==> src/rtl/xge_pkg.sv <==
// xge_pkg
// Shared types for the 10GE transmit path.
//   XGE_DATA_W  : MAC packet data width
//   xge_mod_t   : valid-byte modulo carried with the eop word
//   pkt_word_t  : one packet word as held in an output stage
//   arb_state_t : transmit arbiter states
package xge_pkg;

    localparam int XGE_DATA_W = 64;

    typedef logic [2:0] xge_mod_t;

    typedef struct packed {
        logic [XGE_DATA_W-1:0] data;
        logic                  sop;
        logic                  eop;
        xge_mod_t              mod;
    } pkt_word_t;

    typedef enum logic {
        IDLE  = 1'b0,
        GRANT = 1'b1
    } arb_state_t;

endpackage

==> src/rtl/xge_rr_pick.sv <==
// xge_rr_pick
// Combinational round-robin priority picker. Finds the first set bit of
// elig_i starting at index ptr_i and searching upward, wrapping modulo N.
// Ports:
//   elig_i  [N-1:0]     : eligibility vector
//   ptr_i   [IDX_W-1:0] : index with highest priority (must be < N)
//   valid_o             : at least one eligible bit
//   idx_o   [IDX_W-1:0] : winning index (0 when valid_o is low)
module xge_rr_pick #(
    parameter int N     = 4,
    parameter int IDX_W = $clog2(N)
) (
    input  logic [N-1:0]     elig_i,
    input  logic [IDX_W-1:0] ptr_i,
    output logic             valid_o,
    output logic [IDX_W-1:0] idx_o
);

    logic [IDX_W:0]   sum_w;
    logic [IDX_W-1:0] cand_w;

    // Walk the N candidates in priority order; the extra sum bit lets the
    // wrap be done by a single conditional subtract for any N, not only
    // powers of two. The first hit wins, later hits are ignored.
    always_comb begin
        valid_o = 1'b0;
        idx_o   = '0;
        sum_w   = '0;
        cand_w  = '0;
        for (int k = 0; k < N; k++) begin
            sum_w = {1'b0, ptr_i} + (IDX_W+1)'(k);
            if (sum_w >= (IDX_W+1)'(N)) begin
                sum_w = sum_w - (IDX_W+1)'(N);
            end
            cand_w = sum_w[IDX_W-1:0];
            if (!valid_o && elig_i[cand_w]) begin
                valid_o = 1'b1;
                idx_o   = cand_w;
            end
        end
    end

endmodule

==> src/rtl/xge_tx_arbiter.sv <==
// xge_tx_arbiter
// Packet-atomic round-robin arbiter sharing the MAC TX packet port between
// N_REQ streaming requesters, with a one-entry output stage that stalls on
// pkt_tx_full.
// Ports:
//   clk_156m25, reset_156m25_n        : core clock, synchronous active-low reset
//   req_val/sop/eop [N_REQ]           : per-requester word framing
//   req_mod  [N_REQ*3]                : per-requester byte modulo (eop words)
//   req_data [N_REQ*DATA_W]           : per-requester data
//   req_ready [N_REQ]                 : word accepted when req_val & req_ready
//   port_en  [N_REQ]                  : per-requester arbitration enable
//   pkt_tx_data/val/sop/eop/mod       : to MAC
//   pkt_tx_full                       : MAC FIFO full, no write while high
//   busy                              : a grant is active
//   grant_id                          : current or last granted requester
//   pkt_cnt                           : packets completed (eop accepted)
//   proto_err                         : one-cycle pulse on a sop framing violation
module xge_tx_arbiter
    import xge_pkg::*;
#(
    parameter int N_REQ  = 4,
    parameter int DATA_W = XGE_DATA_W,
    parameter int CNT_W  = 32
) (
    input  logic                      clk_156m25,
    input  logic                      reset_156m25_n,
    input  logic [N_REQ-1:0]          req_val,
    input  logic [N_REQ-1:0]          req_sop,
    input  logic [N_REQ-1:0]          req_eop,
    input  logic [N_REQ*3-1:0]        req_mod,
    input  logic [N_REQ*DATA_W-1:0]   req_data,
    output logic [N_REQ-1:0]          req_ready,
    input  logic [N_REQ-1:0]          port_en,
    output logic [DATA_W-1:0]         pkt_tx_data,
    output logic                      pkt_tx_val,
    output logic                      pkt_tx_sop,
    output logic                      pkt_tx_eop,
    output logic [2:0]                pkt_tx_mod,
    input  logic                      pkt_tx_full,
    output logic                      busy,
    output logic [$clog2(N_REQ)-1:0]  grant_id,
    output logic [CNT_W-1:0]          pkt_cnt,
    output logic                      proto_err
);

    localparam int ID_W = $clog2(N_REQ);

    arb_state_t       state_q, state_d;
    logic [ID_W-1:0]  rr_ptr_q, rr_ptr_d;
    logic [ID_W-1:0]  grant_q, grant_d;
    pkt_word_t        stage_q, stage_d;
    logic             stage_val_q, stage_val_d;
    logic             first_q, first_d;
    logic [CNT_W-1:0] cnt_q, cnt_d;
    logic             perr_q, perr_d;

    logic [N_REQ-1:0] eligible;
    logic             pick_valid;
    logic [ID_W-1:0]  pick_idx;
    logic             stage_ready;
    logic             tx_fire;
    logic             accept;
    logic             g_val;
    logic             g_sop;
    logic             g_eop;
    logic [ID_W-1:0]  next_ptr;

    assign eligible = port_en & req_val;

    xge_rr_pick #(
        .N     (N_REQ),
        .IDX_W (ID_W)
    ) u_pick (
        .elig_i  (eligible),
        .ptr_i   (rr_ptr_q),
        .valid_o (pick_valid),
        .idx_o   (pick_idx)
    );

    // The stage can take a new word when it is empty or is being drained
    // in the same cycle; the MAC write is gated combinationally by full so a
    // word is never written while the MAC FIFO is full.
    assign stage_ready = !stage_val_q || !pkt_tx_full;
    assign tx_fire     = stage_val_q && !pkt_tx_full;

    assign g_val    = req_val[grant_q];
    assign g_sop    = req_sop[grant_q];
    assign g_eop    = req_eop[grant_q];
    assign accept   = (state_q == GRANT) && g_val && stage_ready;
    assign next_ptr = (grant_q == ID_W'(N_REQ-1)) ? '0 : grant_q + 1'b1;

    // Only the granted requester ever sees ready, and only while the stage
    // has room; in IDLE nobody is ready, which enforces an idle gap between
    // packets.
    always_comb begin
        req_ready = '0;
        if (state_q == GRANT) begin
            req_ready[grant_q] = stage_ready;
        end
    end

    // Next-state logic. The stage drain is applied first so that an accept
    // in the same cycle overrides it and the stage stays full with the new
    // word. sop is regenerated from first_q rather than trusted from the
    // requester; a disagreement is reported through proto_err.
    always_comb begin
        state_d     = state_q;
        rr_ptr_d    = rr_ptr_q;
        grant_d     = grant_q;
        stage_d     = stage_q;
        stage_val_d = stage_val_q;
        first_d     = first_q;
        cnt_d       = cnt_q;
        perr_d      = 1'b0;

        if (tx_fire) begin
            stage_val_d = 1'b0;
        end

        case (state_q)
            IDLE: begin
                if (pick_valid) begin
                    grant_d = pick_idx;
                    first_d = 1'b1;
                    state_d = GRANT;
                end
            end
            GRANT: begin
                if (accept) begin
                    stage_d.data = req_data[grant_q*DATA_W +: DATA_W];
                    stage_d.sop  = first_q;
                    stage_d.eop  = g_eop;
                    stage_d.mod  = req_mod[grant_q*3 +: 3];
                    stage_val_d  = 1'b1;
                    first_d      = 1'b0;
                    perr_d       = first_q ? !g_sop : g_sop;
                    if (g_eop) begin
                        state_d  = IDLE;
                        rr_ptr_d = next_ptr;
                        cnt_d    = cnt_q + CNT_W'(1);
                    end
                end
            end
            default: state_d = IDLE;
        endcase
    end

    // State registers; reset clears everything including the stage so the
    // MAC sees pkt_tx_val drop on the reset edge.
    always_ff @(posedge clk_156m25) begin
        if (!reset_156m25_n) begin
            state_q     <= IDLE;
            rr_ptr_q    <= '0;
            grant_q     <= '0;
            stage_q     <= '0;
            stage_val_q <= 1'b0;
            first_q     <= 1'b0;
            cnt_q       <= '0;
            perr_q      <= 1'b0;
        end else begin
            state_q     <= state_d;
            rr_ptr_q    <= rr_ptr_d;
            grant_q     <= grant_d;
            stage_q     <= stage_d;
            stage_val_q <= stage_val_d;
            first_q     <= first_d;
            cnt_q       <= cnt_d;
            perr_q      <= perr_d;
        end
    end

    assign pkt_tx_val  = tx_fire;
    assign pkt_tx_data = stage_q.data;
    assign pkt_tx_sop  = stage_q.sop;
    assign pkt_tx_eop  = stage_q.eop;
    assign pkt_tx_mod  = stage_q.mod;
    assign busy        = (state_q == GRANT);
    assign grant_id    = grant_q;
    assign pkt_cnt     = cnt_q;
    assign proto_err   = perr_q;

endmodule

==> config.mk <==
export PLATFORM = sky130hd
export DESIGN_NAME = xge_tx_arbiter
export DESIGN_NICKNAME = d
export VERILOG_FILES = /design/src/rtl/xge_pkg.sv /design/src/rtl/xge_rr_pick.sv /design/src/rtl/xge_tx_arbiter.sv
export SDC_FILE = /design/constraint.sdc
export NUM_CORES = 1
export LEC_CHECK = 0
export CAP_MARGIN = 0
export CELL_PAD_IN_SITES_DETAIL_PLACEMENT = 1
export CELL_PAD_IN_SITES_GLOBAL_PLACEMENT = 2
export CORE_ASPECT_RATIO = 0.9
export CORE_MARGIN = 4
export CORE_UTILIZATION = 21
export CTS_CLUSTER_SIZE = 14
export DETAILED_ROUTE_END_ITERATION = 8
export PLACE_DENSITY_LB_ADDON = 0.1
export SYNTH_ARGS = -nofsm -noshare
export SYNTH_HDL_FRONTEND = slang
export SYNTH_HIERARCHICAL = 1
export SYNTH_SLANG_ARGS = --single-unit
export TNS_END_PERCENT = 30
==> constraint.sdc <==
create_clock -name clk_156m25 -period 4 [get_ports clk_156m25]
set_clock_uncertainty 0.2 [all_clocks]
set_input_delay 1.2 -clock clk_156m25 [delete_from_list [all_inputs] [get_ports clk_156m25]]
set_output_delay 1.2 -clock clk_156m25 [all_outputs]
set_load 0.1 [all_outputs]
==> metrics.yaml, run 1 <==
drt:
  routed_wl_um: 26500
  vias: 6422
  drt-initial-drc-count: 149
  firstDrtPassIters: 4
  postRouteAntennaNets: 0
  drc_errors: 0
  wl_per_cell_um: 18.7
  viasPerCell: 4.54
die:
  ioPinCount: 397
  fp.dieW_um: 188
  die_h_um: 170
  die-area_um2: 32000
  num_rows: 59
  start_util_pct: 21.2
  coreArea_um2: 28900
run_status:
  status: "complete, no violations"
clock_network:
  cts.htree.levels: 3
  path_clk_slew_ns: 0.07
  clock_sinks: 109
  holdBufCountCts: 0
  clockRootBuffer: "clkbuf_16"
  cts_tree: "yes"
  cts_resized: 0
  cts_buffers: 9
  cts_buffer_depth: 2
  clk_latency_ns: 0.35
  cts_setup_buffers: 0
logic_synthesis:
  synth_ff_type: "dfxtp_1"
  synth.area.top_cells: "dfxtp_1, mux4_2, nand2_1, a21oi_1, mux2i_1"
  yosysUniqueCellTypes: 36
  synth_top_cell_by_area: "dfxtp_1"
  synth.top_cell.area_share_pct: 35.6
  ys_seq_area_share_pct: 35.6
  synth_nets: 937
  ys.warnings.count: 6
  netlist_area_um2: 6130
  postSynthAreaPerCell_um2: 9.50
  synth-seq-cells: 109
  async_reset_ff_share_pct: 0
  synth-edff-count: 0
  synthCells: 645
global_routing:
  grt_usage_pct: 15.7
  antenna_found_initial: 1
  grt_pass1_wl_um: 39800
  grt_max_degree: 41
  first_global_vias: 6746
  grt_overflow: 0
finish:
  multi_input_area_um2: 3680
  fill_cells: 3289
  syn_to_final_growth_pct: 73.5
  drive_gt1_share_pct: 21.3
  layout.nets: 1305
  ff_latch_area_um2: 2190
  final_area_um2: 10600
setup_path:
  crit_buf_inv: 3
  crit_arrival_ns: 2.47
  cpPeakStageDelay_ns: 0.45
  start_kind: "primary input"
  timing.critical_path.to_type: "primary output"
  worstPathCellList: "clkdlybuf4s50_1, a21boi_1, buf_4, and2_1, buf_12"
  worstPathMaxFanout: 10
  critPathTopFamily: "buffers and inverters"
  worstPathRequired_ns: 2.60
  cp_slowest_cell: "clkdlybuf4s50_1"
  crit_type: "in -> out"
power_and_ir_drop:
  vdd_drop_max_mv: 0.177
  leakage_uw: 0.00377
  power_uw: 3340
  powerDensity_nw_per_um2: 314
timing:
  max_freq_mhz: 259
  period_share_pct: 96.6
  setup_viol_count_final: 0
  hold_viol: 0
  slew_violations: 0
  worst_pin_slew_ns: 0.768
  rsz0062_at_grt: "no"
  fin_setup_tns_ns: 0
  fin_crit_ns: 3.87
  maxSlewHeadroom_pct: 48.8
hold_path:
  hp-class: "reg -> reg"
placement:
  numPortBuffers: 396
  postPlaceCellArea_um2: 10300
  place_hpwl_um: 21100
  gp_congestion: 0.696
run:
  max_cap_violations: 0
==> layout by cell type (no fill, tap or decap), drive strengths merged, types with 12 or more instances in the layout <==
cell type | synthesis | final
clkdlybuf4s50 | 0 | 286
nand2 | 162 | 162
buf | 23 | 123
dfxtp | 109 | 109
a21oi | 92 | 92
mux4 | 70 | 70
nand3 | 17 | 17
nand2b | 14 | 14
nor4 | 14 | 14
inv | 12 | 14
mux2i | 13 | 13
nor2 | 12 | 12
and2 | 12 | 12
==> synthesized netlist by cell type, types with 8 or more instances <==
library cell  instances
nand2_1             161
dfxtp_1             109
a21oi_1              92
mux4_2               70
clkbuf_1             29
nand3_1              15
nand2b_1             14
nor4_1               14
buf_2                13
mux2i_1              13
and2_1               12
nor2_1               12
o31ai_1              11
or4_1                11
inv_1                10
nand4_1               8
==> cells by family (layout without fill, tap and decap cells) <==
logic type / count (synthesis) / in the layout / synth area share (%)
compound gates: 113 / 113 / 10.0
xor+xnor: 5 / 5 / 0.715
fa+ha+maj: 5 / 5 / 1.02
buf+inv: 64 / 437 / 4.49
flops: 109 / 109 / 35.6
mux: 83 / 83 / 27.8
other cells: 0 / 1 / 0
simple gates: 266 / 266 / 20.3
==> final timing paths <==
| path | from | endpoint | slack (ns) | cells past startpoint |
|---|---|---|---|---|
| worst max-delay path | pkt_tx_full | req_ready[0] | 0.13 | 5 |
| worst min-delay path | pkt_tx_data[41] | pkt_tx_data[41] | 0.26 | 2 |
| worst max register to register | grant_id[1] | pkt_cnt[15] | 1.26 | 6 |
| worst min register to register | pkt_tx_data[41] | pkt_tx_data[41] | 0.26 | 2 |
==> area by class of cell <==
type | count | area share (%)
diodes | 1 | 0.0235
flip-flops and latches | 109 | 20.6
clock inverters | 7 | 0.777
inverters | 12 | 0.435
multi-input cells | 472 | 34.6
repair buffers | 409 | 36.8
well taps | 396 | 4.66
clock buffers | 9 | 2.12
==> per-stage QoR <==
stage | setup WS [ns] | utilization, % | std cells | hold slack [ns]
global placement | 0.133 | 35.8 | 1398 | 0.243
floorplan | 0.0315 | - | 645 | 0.258
detailed placement | 0.133 | 35.8 | 1398 | 0.249
finish | 0.134 | 36.8 | 1415 | 0.257
CTS | 0.117 | 36.8 | 1414 | 0.260
global route | 0.0581 | 36.8 | 1415 | 0.278
==> worst reg2reg max path, stage by stage (launching register included) <==
cell,delay [ns]
dfxtp_4,0.51
buf_4,0.42
mux4_2,0.43
nand3_2,0.21
buf_12,0.22
nor4_1,0.48
mux2i_1,0.22
==> metal layers <==
layer,share of wire (%),vias up,track usage (%)
li1,-,3095,-
met1,40,3083,18.0
met2,51,228,28.8
met3,7.9,16,5.17
met4,0.89,0,3.35
met5,0,-,0
==> registers in the layout (all words and copies together) (netlist names) <==
name,flops
pkt_tx_data,64
pkt_tx_eop,1
pkt_tx_mod,3
first_q,1
pkt_tx_sop,1
grant_id,2
proto_err,1
stage_val_q,1
busy,1
pkt_cnt,32
rr_ptr_q,2
==> power by group <==
part / internal [µW] / switching (µW)
combinational: 505 / 690
clock: 498 / 460
sequential: 1140 / 42.5
Power figures use the tool's default switching activity.
==> run 2, diff against run 1 <==
--- a/config.mk
+++ b/config.mk
@@ -9,7 +9,7 @@
 export CELL_PAD_IN_SITES_DETAIL_PLACEMENT = 1
 export CELL_PAD_IN_SITES_GLOBAL_PLACEMENT = 2
 export CORE_ASPECT_RATIO = 0.9
-export CORE_MARGIN = 4
+export CORE_MARGIN = 1.5
 export CORE_UTILIZATION = 21
 export CTS_CLUSTER_SIZE = 14
 export DETAILED_ROUTE_END_ITERATION = 8
==> run 2 against run 1 <==
Sequential power hardly changed. Register-to-register slack better by 0.02 ns. Critical path depth stayed put. Via count is 0.23% lower. Combinational power hardly changed. Clock-buffer cell count is 3 higher. Clock power is 7.6% lower. Core utilization is 0.22 points lower. Non-clock buffer count is 1 higher. Critical path type unchanged. Largest cell class unchanged. Largest power group is now sequential cells.
==> metrics.yaml, run 2 (same netlist as run 1, synthesis figures left out) <==
clock_network:
  clock_sinks: 109  # unchanged
  cts_buffer_depth: 2  # unchanged
  cts_buffers: 9  # unchanged
  clk_latency_ns: 0.35  # about the same
  cts.htree.levels: 3  # unchanged
  clockRootBuffer: "clkbuf_16"
  cts_tree: "yes"
  cts_resized: 0  # unchanged
  cts_setup_buffers: 0  # unchanged
  holdBufCountCts: 0  # unchanged
  path_clk_slew_ns: 0.07  # about the same
timing:
  maxSlewHeadroom_pct: 63.3  # +14 points
  max_freq_mhz: 263  # +1.6%
  period_share_pct: 95.1  # -1.5 points
  setup_viol_count_final: 0  # unchanged
  worst_pin_slew_ns: 0.551  # -0.217 ns
  worst_slack_ns: 0.196  # +0.0620 ns
  slew_violations: 0  # unchanged
  hold_viol: 0  # unchanged
  rsz0062_at_grt: "no"
  fin_crit_ns: 3.80  # -0.0620 ns
  fin_setup_tns_ns: 0  # unchanged
finish:
  multi_input_area_um2: 3680  # unchanged
  drive_gt1_share_pct: 21.2  # -0.12 points
  final_util_pct: 36.6  # -0.22 points
  final_cell_mix: "clkdlybuf4s50_1, nand2_1, buf_4, dfxtp_1, a21oi_1"
  final_common_cell: "clkdlybuf4s50_1"
  fill_cells: 3293  # +0.12%
  layout.nets: 1306  # +0.077%
  antennaDiodeCount: 0  # -1
  largest_register_ffs: 64  # unchanged
  final_cell_count_no_fill: 1385  # -2.1%
  ff_latch_area_um2: 2190  # unchanged
  syn_to_final_growth_pct: 72.0
die:
  start_util_pct: 21.3  # +0.054 points
  die_h_um: 165  # -2.9%
  ioPinCount: 397  # unchanged
  fp.dieW_um: 183  # -2.7%
  coreArea_um2: 28800  # -0.26%
  die-area_um2: 30200  # -5.5%
  num_rows: 59  # unchanged
setup_path:
  r2r_slack_ns: 1.28  # +0.02 ns
  crit_arrival_ns: 2.40  # -0.07 ns
  worstPathRequired_ns: 2.60  # about the same
  worstPathMaxFanout: 10  # unchanged
  crit_type: "in -> out"
  r2r-start: "grant_id[1]"
  r2r-end: "pkt_cnt[23]"
  start_kind: "primary input"
  ff2ff_path_depth: 6  # unchanged
  timing.critical_path.to_type: "primary output"
placement:
  place_hpwl_um: 21000  # -0.12%
  dpl_worst_slack_ns: 0.189  # +0.0566 ns
  numPortBuffers: 396  # unchanged
  gp_congestion: 0.711  # +2.1%
  place_inst: 1369  # -2.1%
hold_path:
  min_path_cells: 2  # unchanged
  hp-class: "reg -> reg"
  holdCritStartpoint: "pkt_tx_data[27]"
  hold_end: "pkt_tx_data[27]"
drt:
  routed_wl_um: 26800  # +1.4%
  drc_errors: 0  # unchanged
  vias: 6407  # -0.23%
  postRouteAntennaNets: 0  # unchanged
  viasPerCell: 4.63  # +1.9%
  firstDrtPassIters: 4  # unchanged
  drt-initial-drc-count: 161  # +8.1%
  wl_per_cell_um: 19.4  # +3.6%
power_and_ir_drop:
  power_uw: 3260  # -2.1%
  leakage_uw: 0.00375  # -0.47%
  powerDensity_nw_per_um2: 310  # -1.3%
  vdd_drop_max_mv: 0.210  # +19%
global_routing:
  grt_overflow: 0  # unchanged
  grt_busiest_layer: "met2"
  grt_usage_pct: 17.3  # +1.6 points
  grt_pass1_wl_um: 39500  # -0.75%
  grt_max_degree: 44  # +7.3%
  use_met1_pct: 19.9  # +1.8 points
  first_global_vias: 6690  # -0.83%
  met3_usage_pct: 5.26  # +0.095 points
  met2_usage_pct: 31.4  # +2.7 points
  antenna_found_initial: 0  # -1
run:
  max_cap_violations: 0  # unchanged
run_status:
  status: "complete, no violations"
## run 2: cell types whose count changed in the layout (fill, tap and decap cells not counted), moves of 2 or more
cell,previous run,this run
clkbuf_1,0,2
buf_12,10,8
inv_8,2,0
buf_4,113,116
## run 2: power by group
group,total (µW),internal (µW),switching (µW)
Clock,885,445,440
Combinational,1190,503,691
Sequential,1190,1140,45.2
Total,3260,2090,1180
## run 2: metal layers
metal | wire length [µm] | vias up
li1 | - | 3096
met2 | 14000 | 227
met1 | 10500 | 3067
met4 | 357 | 0
met3 | 1950 | 17
met5 | 0 | -
## run 2: through the flow
step           hold WS, ns  area, µm²
6_report             0.257      10500
4_1_cts              0.258      10500
2_1_floorplan        0.258       6130
3_3_place_gp         0.242      10300
3_5_place_dp         0.247      10300
5_1_grt              0.281      10500
## run 2: how the worst max path moves through the flow
stage                           start      endpoint  slack, ns  cells after the start
final                     pkt_tx_full  req_ready[3]       0.20                      5
after global routing      pkt_tx_full  req_ready[3]       0.11                      5
after CTS                 pkt_tx_full  req_ready[3]       0.18                      5
after detailed placement  pkt_tx_full  req_ready[2]       0.19                      5
after global placement    pkt_tx_full  req_ready[0]       0.20                      5
after floorplan           grant_id[0]  req_ready[0]       0.03                      5
## run 2: final cells by class
class                      count  area share, %
clock buffer                  12           2.34
clock inverter                 4          0.273
inverter                      12          0.439
multi-input combinational    472           34.9
sequential                   109           20.8
tap                          366           4.34
timing repair buffer         410           36.9
## run 2: critical path, stage by stage
cell             delay (ns)
clkdlybuf4s50_1        0.44
a21boi_1               0.15
buf_4                  0.21
and2_1                 0.20
buf_12                 0.18
